**src/rtl/uart_tx_arbiter.sv**
```systemverilog
// Round-robin, packet-granular arbiter that shares one UART transmitter between several
// byte-stream requesters, with a stall timeout that reclaims a silent grant holder.
module uart_tx_arbiter #(
  parameter int N_REQ   = 3,
  parameter int TIMEOUT = 1_000_000
) (
  input  logic               clk,
  input  logic               rst,
  input  logic [N_REQ-1:0]   req_valid,
  input  logic [8*N_REQ-1:0] req_data,
  input  logic [N_REQ-1:0]   req_last,
  output logic [N_REQ-1:0]   req_ready,
  input  logic               tx_busy,
  input  logic               tx_done,
  output logic               tx_start,
  output logic [7:0]         tx_data,
  output logic               grant_valid,
  output logic [2:0]         grant_id,
  output logic               timeout_flag
);

  localparam int TW = $clog2(TIMEOUT + 1);
  localparam logic [TW-1:0] TimerMax = TW'(TIMEOUT - 1);
  localparam logic [2:0]    RrInit   = 3'(N_REQ - 1);

  typedef enum logic [1:0] {StIdle, StLoad, StWaitDone} state_e;

  state_e        state_q, state_d;
  logic [TW-1:0] timer_q, timer_d;
  logic [2:0]    rr_q, rr_d;
  logic [2:0]    grant_id_q, grant_id_d;
  logic          grant_valid_q, grant_valid_d;
  logic          last_q, last_d;
  logic          tx_start_q, tx_start_d;
  logic [7:0]    tx_data_q, tx_data_d;
  logic          timeout_q, timeout_d;

  logic          arb_found;
  logic [2:0]    arb_idx;
  logic          sel_valid;
  logic          sel_last;
  logic [7:0]    sel_data;

  // Two passes give a wrapping search starting just above the last holder.
  always_comb begin
    arb_found = 1'b0;
    arb_idx   = '0;
    for (int i = 0; i < N_REQ; i++) begin
      if (!arb_found && req_valid[i] && (3'(i) > rr_q)) begin
        arb_found = 1'b1;
        arb_idx   = 3'(i);
      end
    end
    for (int i = 0; i < N_REQ; i++) begin
      if (!arb_found && req_valid[i] && (3'(i) <= rr_q)) begin
        arb_found = 1'b1;
        arb_idx   = 3'(i);
      end
    end
  end

  always_comb begin
    sel_valid = 1'b0;
    sel_last  = 1'b0;
    sel_data  = '0;
    for (int i = 0; i < N_REQ; i++) begin
      if (grant_id_q == 3'(i)) begin
        sel_valid = req_valid[i];
        sel_last  = req_last[i];
        sel_data  = req_data[8*i +: 8];
      end
    end
  end

  always_comb begin
    req_ready = '0;
    for (int i = 0; i < N_REQ; i++) begin
      req_ready[i] = (state_q == StLoad) && grant_valid_q && (grant_id_q == 3'(i)) && !tx_busy;
    end
  end

  always_comb begin
    state_d       = state_q;
    timer_d       = timer_q;
    rr_d          = rr_q;
    grant_id_d    = grant_id_q;
    grant_valid_d = grant_valid_q;
    last_d        = last_q;
    tx_data_d     = tx_data_q;
    tx_start_d    = 1'b0;
    timeout_d     = 1'b0;

    unique case (state_q)
      StIdle: begin
        if (arb_found) begin
          grant_id_d    = arb_idx;
          grant_valid_d = 1'b1;
          timer_d       = '0;
          state_d       = StLoad;
        end
      end
      StLoad: begin
        // A foreign frame still shifting freezes both the handshake and the stall timer.
        if (!tx_busy) begin
          if (sel_valid) begin
            tx_data_d  = sel_data;
            last_d     = sel_last;
            tx_start_d = 1'b1;
            state_d    = StWaitDone;
          end else if (timer_q == TimerMax) begin
            grant_valid_d = 1'b0;
            timeout_d     = 1'b1;
            rr_d          = grant_id_q;
            state_d       = StIdle;
          end else begin
            timer_d = timer_q + 1'b1;
          end
        end
      end
      StWaitDone: begin
        if (tx_done) begin
          if (last_q) begin
            grant_valid_d = 1'b0;
            rr_d          = grant_id_q;
            state_d       = StIdle;
          end else begin
            timer_d = '0;
            state_d = StLoad;
          end
        end
      end
      default: state_d = StIdle;
    endcase
  end

  always_ff @(posedge clk) begin
    if (rst) begin
      state_q       <= StIdle;
      timer_q       <= '0;
      rr_q          <= RrInit;
      grant_id_q    <= '0;
      grant_valid_q <= 1'b0;
      last_q        <= 1'b0;
      tx_start_q    <= 1'b0;
      tx_data_q     <= '0;
      timeout_q     <= 1'b0;
    end else begin
      state_q       <= state_d;
      timer_q       <= timer_d;
      rr_q          <= rr_d;
      grant_id_q    <= grant_id_d;
      grant_valid_q <= grant_valid_d;
      last_q        <= last_d;
      tx_start_q    <= tx_start_d;
      tx_data_q     <= tx_data_d;
      timeout_q     <= timeout_d;
    end
  end

  assign tx_start     = tx_start_q;
  assign tx_data      = tx_data_q;
  assign grant_valid  = grant_valid_q;
  assign grant_id     = grant_id_q;
  assign timeout_flag = timeout_q;

  a_start_single: assert property (@(posedge clk) disable iff (rst) tx_start_q |=> !tx_start_q);
  a_ready_onehot: assert property (@(posedge clk) disable iff (rst) $onehot0(req_ready));
  a_grant_range:  assert property (@(posedge clk) disable iff (rst)
                                   grant_valid_q |-> (32'(grant_id_q) < 32'(N_REQ)));

endmodule

```
**config.mk**
```make
export PLATFORM = sky130hd
export DESIGN_NAME = uart_tx_arbiter
export DESIGN_NICKNAME = d
export VERILOG_FILES = /design/src/rtl/uart_tx_arbiter.sv
export SDC_FILE = /design/constraint.sdc
export NUM_CORES = 1
export LEC_CHECK = 0
export BUFFER_PORTS_ARGS = -buffer_cell sky130_fd_sc_hd__buf_4
export CAP_MARGIN = 25
export CORE_MARGIN = 5
export CORE_UTILIZATION = 25
export DETAILED_ROUTE_END_ITERATION = 16
export PLACE_DENSITY = 0.5
export SLEW_MARGIN = 20
export SYNTH_ARGS = -nofsm -noshare
export SYNTH_HDL_FRONTEND = slang
export SYNTH_SLANG_ARGS = --single-unit
```
**constraint.sdc**
```tcl
create_clock -name clk -period 4.8 [get_ports clk]
set_clock_uncertainty 0.1 [all_clocks]
set_input_delay 0.96 -clock clk [delete_from_list [all_inputs] [get_ports clk]]
set_output_delay 0.96 -clock clk [all_outputs]
set_load 0.1 [all_outputs]
```
# After elaboration in Yosys (flattened, before gate mapping)
# Index checks and enable logic that the tools add are counted.
# Widths: inputs -> output; s select.
# op_classes
n_div,0
magnitude_cmp,6
multipliers,0
n_reduce_logical,36
eq_ne,14
bitwise_logic,2
shift,0
muxes,49
add_sub_neg,1
# ops
operator,n
$mux 20,6
$pmux 20 s3,1
$mux 3,9
$mux 8,3
$mux 1,22
$add 20x1->20 const B,1
$eq 20x20->1 const B,1
$logic_and 1x1->1,18
$ne 2x2->1 const B,7
$reduce_and 7->1,2
$mux 2,5
$gt 1x3->1 const A,2
$le 1x3->1 const A,2
$logic_not 1->1,6
$pmux 2 s3,1
$pmux 3 s2,1
$reduce_and 6->1,1
$reduce_and 4->1,1
$reduce_or 4->1,1
$eq 3x1->1 const B,1
$eq 3x2->1 const B,1
$gt 2x3->1 const A,1
$le 2x3->1 const A,1
$logic_not 3->1,1
12 further kinds,13
# word_totals
inputBits,34
out_inout_bits,17
latch_bits,0
elab_cells,117
rom_bits,0
ramBits,0
regBits,40
n_memories,0

# Depth between registers and ports, before layout
# logic_depth
depth_word,25
mapped_depth,9
mapped_depth_nobuf,7

# Worst setup path after synthesis
# No wires, ideal clock.
# synth_timing
path_type,reg2out
from,"reg grant_id_q[0], in the netlist grant_id[0]"
to,out req_ready[1]
stages_incl_launch_ff,4
arrival_time_ns,3.917
t_required_ns,3.740
path_slack_ns,-0.177
path_buffers,2
path_cell_list,dfxtp_1 buf_2 buf_1 nor3b_1
# synth_between
elab_chain_cells,3
# synth_rtl
item,line,text
"start, declared",31,"logic [2:0] grant_id_q, grant_id_d;"
"start signal, assigned",151,grant_id_q <= grant_id_d;
$eq 3x1->1,78,req_ready[i] = (state_q == StLoad) && grant_valid_q && (grant_id_q == 3'(i)) && !tx_busy;
$logic_and 1x1->1 (2 in a row),78,
"end, declared",12,"output logic [N_REQ-1:0] req_ready,"
# Every way passes these cells.

# Final worst setup path
# layout_timing
from,reg state_q[1]
to,out req_ready[1]
# layout_between
elab_chain_cells,4
# layout_rtl
item,line,text
"start, declared",28,"state_e state_q, state_d;"
"start signal, assigned",138,state_q <= StIdle;
"start signal, assigned",148,state_q <= state_d;
$eq 2x1->1,78,
$logic_and 1x1->1 (3 in a row),78,
# Every way passes these cells.

==> implementation parameters <==
Parameter                              Value

Synthesis
  Area contributors post-synth    sky130_fd_sc_hd__dfxtp_1 34%, sky130_fd_sc_hd__a21oi_1 6.2%, sky130_fd_sc_hd__nor2_1 6.0%, sky130_fd_sc_hd__mux2i_1 5.4%, sky130_fd_sc_hd__a211oi_1 3.7%
  Area of the mapped netlist    around 0.0022 mm^2
  Average size of a mapped cell    between 7 and 8 um^2
  Proportion of netlist area held by the largest area contributor    33.9%
  Mapped Cells    between 200 and 300
  Flip-flop and latch count after synthesis    38
  Yosys warning total    0
  Most used DFF post-synth    sky130_fd_sc_hd__dfxtp_1
  Number of synthesized flops with an enable pin    0
  Number of distinct library cells after synthesis    50
  Mapped Nets    approximately 320
  Fraction of the yosys area taken by sequential cells    roughly 34%
  Area leader, netlist    sky130_fd_sc_hd__dfxtp_1
  Fraction of registers with async set/reset    0%

Timing
  Fin worst setup slack    roughly 1.5 ns
  Hold_ws    between 0.3 and 0.4 ns
  Relative slew slack    40.6%
  Total setup violations reported at the end of the flow    0
  Worst Tran Pin Value    between 0.8 and 0.9 ns
  Achievable frequency    about 0.30 GHz
  Number of pins exceeding their max-slew limit in the final report    0
  RSZ-0062 raised after global routing    no
  Time the final worst path needs with I/O delays and setup    around 3.3 ns
  Setup_tns    0 ns
  Endpoints failing hold    0
  Period utilisation layout    68.8%

GRT
  Global-route wire length before repair    between 10000 and 15000 um
  Pin count of the biggest net entering global routing    43
  Total global routing track utilization    a little under an eighth
  Number of global-route vias before repair    roughly 2200
  Total gr overflow    0
  Antenna violations before repair    0

CTS
  Clock Path Buffers    2
  Register clock-pin slew on the reported worst setup and hold paths    approximately 0.08 ns
  Clock tree from TritonCTS    yes
  Number of buffers inserted by hold repair at cts    0
  Clock sink count    38
  Number of resized instances in the post-cts repair step    0
  Post-CTS Setup Inserts    0
  Root cell of the clock tree    sky130_fd_sc_hd__clkbuf_8
  Clock latency on the worst-skew pair    0.29 ns
  Level count of the clock H-tree    2
  TritonCTS buffer count    5

Critical path
  Launch point of the worst path    state_q[1]$_SDFFE_PP0P_
  Reg2Reg Setup Slack    ~1.8 ns
  Max Fanout on Critical Path    21
  Worst-case reg-to-reg path depth    6
  Startpoint class of the critical path    flip-flop
  Data arrival, critical path    about 2.2 ns
  End point of the critical path    req_ready[1]
  Worst flop-to-flop path startpoint    state_q[1]$_SDFFE_PP0P_
  Capture instance of the worst register-to-register path    timer_q[11]$_SDFFE_PP0P_
  Data required time at the worst endpoint    about 3.7 ns
  Path type of the worst setup path    reg -> out
  Sort of element at the end of the critical path    output port

Outcome
  Outcome    finished clean

Place
  Placer Congestion    0.810
  Total placed instance area    around 0.0027 mm^2
  Port Buffers    49
  Post-placement worst setup slack    ~1.8 ns
  DPL Wire Length    between 4000 and 5000 um

Pwr
  Highest ir drop seen on vdd    approximately 0.22 mV
  Leakage component of the power    between 0.9 and 1 nW
  Power Total    ~1.2 mW
  Power density of the placed cells    432 mW/mm^2

Routing
  Remaining antenna violation count    0
  Total vias in the final route    around 2300
  Violation count after the first detailed-routing iteration    between 150 and 200
  Drt total wl    around 6300 um
  Routed via count divided by cell count    approximately 5.2
  Wire length per cell after detailed routing    between 10 and 15 um
  Pre-Repair DR Iteration Count    4
  DRC viols    0

Die
  Number of primary I/O pins    51
  Area of the placeable core    0.00872 mm^2
  Initial core utilization    25.7%
  Area enclosed by the die boundary    around 0.011 mm^2
  Number of rows in the core area    34
  Die Height    about 100 um
  Chip Width    105 um

Flow run
  # Max-Cap Violations    0

Layout
  Layout area overhead    23.1%
  Final std cell area, no fill    around 0.0028 mm^2
  Number of nets in the finished design    around 360
  Antenna diodes    0
  Fraction of layout instances using a drive strength above 1    19.8%

Hold path
  Class of the worst hold path    reg -> reg
cell usage in the layout (no fill, tap or decap), types with 8 or more instances in the layout:
cell	count
sky130_fd_sc_hd__a21oi_1	28
sky130_fd_sc_hd__dfxtp_1	38
sky130_fd_sc_hd__a31oi_1	8
sky130_fd_sc_hd__nor2_1	36
sky130_fd_sc_hd__o21ai_0	12
sky130_fd_sc_hd__a211oi_1	11
sky130_fd_sc_hd__nand2_1	16
sky130_fd_sc_hd__buf_4	50
sky130_fd_sc_hd__nor4_1	8
sky130_fd_sc_hd__mux2i_1	12
metal layers:
| metal | wire [um] | share of wire (%) | global-route usage (%) | vias up |
|---|---|---|---|---|
| met3 | 401 | 6.3 | 3.02 | 9 |
| met5 | 0 | 0 | 0 | - |
| met4 | 89 | 1.4 | 3.47 | 0 |
| met2 | 2970 | 47 | 18.5 | 65 |
| li1 | - | - | - | 1136 |
| met1 | 2850 | 45 | 15.6 | 1047 |
cell families (layout without fill, tap and decap cells):
kind of cell	Yosys count	in the layout	share of synthesized area [%]
AO/OA/AOI/OAI	84	84	24.2
AND/OR/NAND/NOR	116	116	27.0
adder cells (fa/ha/maj)	5	5	2.79
multiplexers	14	14	6.36
other	1	1	0.167
buffers and inverters	27	65	5.52
flip-flops	38	38	33.9
state kept, by name, indices dropped and copies added (netlist names), 2 cells and up:
register and flops:
rr_q 2, tx_data 8, timer_q 20, grant_id 2, state_q 2
worst max-delay path, stage by stage (launching register included):
cell and delay (ns):
sky130_fd_sc_hd__dfxtp_1 0.35, sky130_fd_sc_hd__inv_1 0.10, sky130_fd_sc_hd__ha_1 0.65, sky130_fd_sc_hd__nand3b_1 0.29, sky130_fd_sc_hd__nor3b_2 0.24, sky130_fd_sc_hd__buf_4 0.31
through the flow:
step | utilization [%] | instances
3_5_place_dp | 30.6 | 423
2_1_floorplan | - | 285
6_report | 31.7 | 431
4_1_cts | 31.7 | 431
3_3_place_gp | 30.5 | 422
5_1_grt | 31.7 | 431
how the worst min path moves through the flow:
stage / from / endpoint / slack (ns) / cells after the start
finish: timer_q[19]$_SDFFE_PP0P_ / timer_q[19]$_SDFFE_PP0P_ / 0.40 / 1
global route: timer_q[19]$_SDFFE_PP0P_ / timer_q[19]$_SDFFE_PP0P_ / 0.43 / 1
CTS: timer_q[19]$_SDFFE_PP0P_ / timer_q[19]$_SDFFE_PP0P_ / 0.39 / 1
detailed placement: timer_q[19]$_SDFFE_PP0P_ / timer_q[19]$_SDFFE_PP0P_ / 0.38 / 1
global placement: timer_q[19]$_SDFFE_PP0P_ / timer_q[19]$_SDFFE_PP0P_ / 0.36 / 1
floorplan: timer_q[19]$_SDFFE_PP0P_ / timer_q[19]$_SDFFE_PP0P_ / 0.33 / 1
where the power goes:
group          switching (mW)  internal, mW  leakage, nW
combinational           0.389         0.177        0.592
sequential             0.0419         0.349        0.308
clock                   0.121         0.116       0.0472
total                   0.552         0.642        0.947
synth_stat cells, drive strengths merged (8+ instances only):
cell,instances
a21oi,28
mux2i,12
o21ai,13
clkbuf,13
nand2,16
a31oi,8
nor2,36
nor4,8
a211oi,11
dfxtp,38
layout make-up:
type	count	area [um^2]
Sequential cell	38	761
Fill cell	896	5960
Tap cell	108	135
Timing Repair Buffer	50	375
Inverter	7	26.3
Clock inverter	2	12.5
Clock buffer	6	82.6
Multi-Input combinational cell	220	1370
Note: power is estimated with default switching activity, not from simulation.
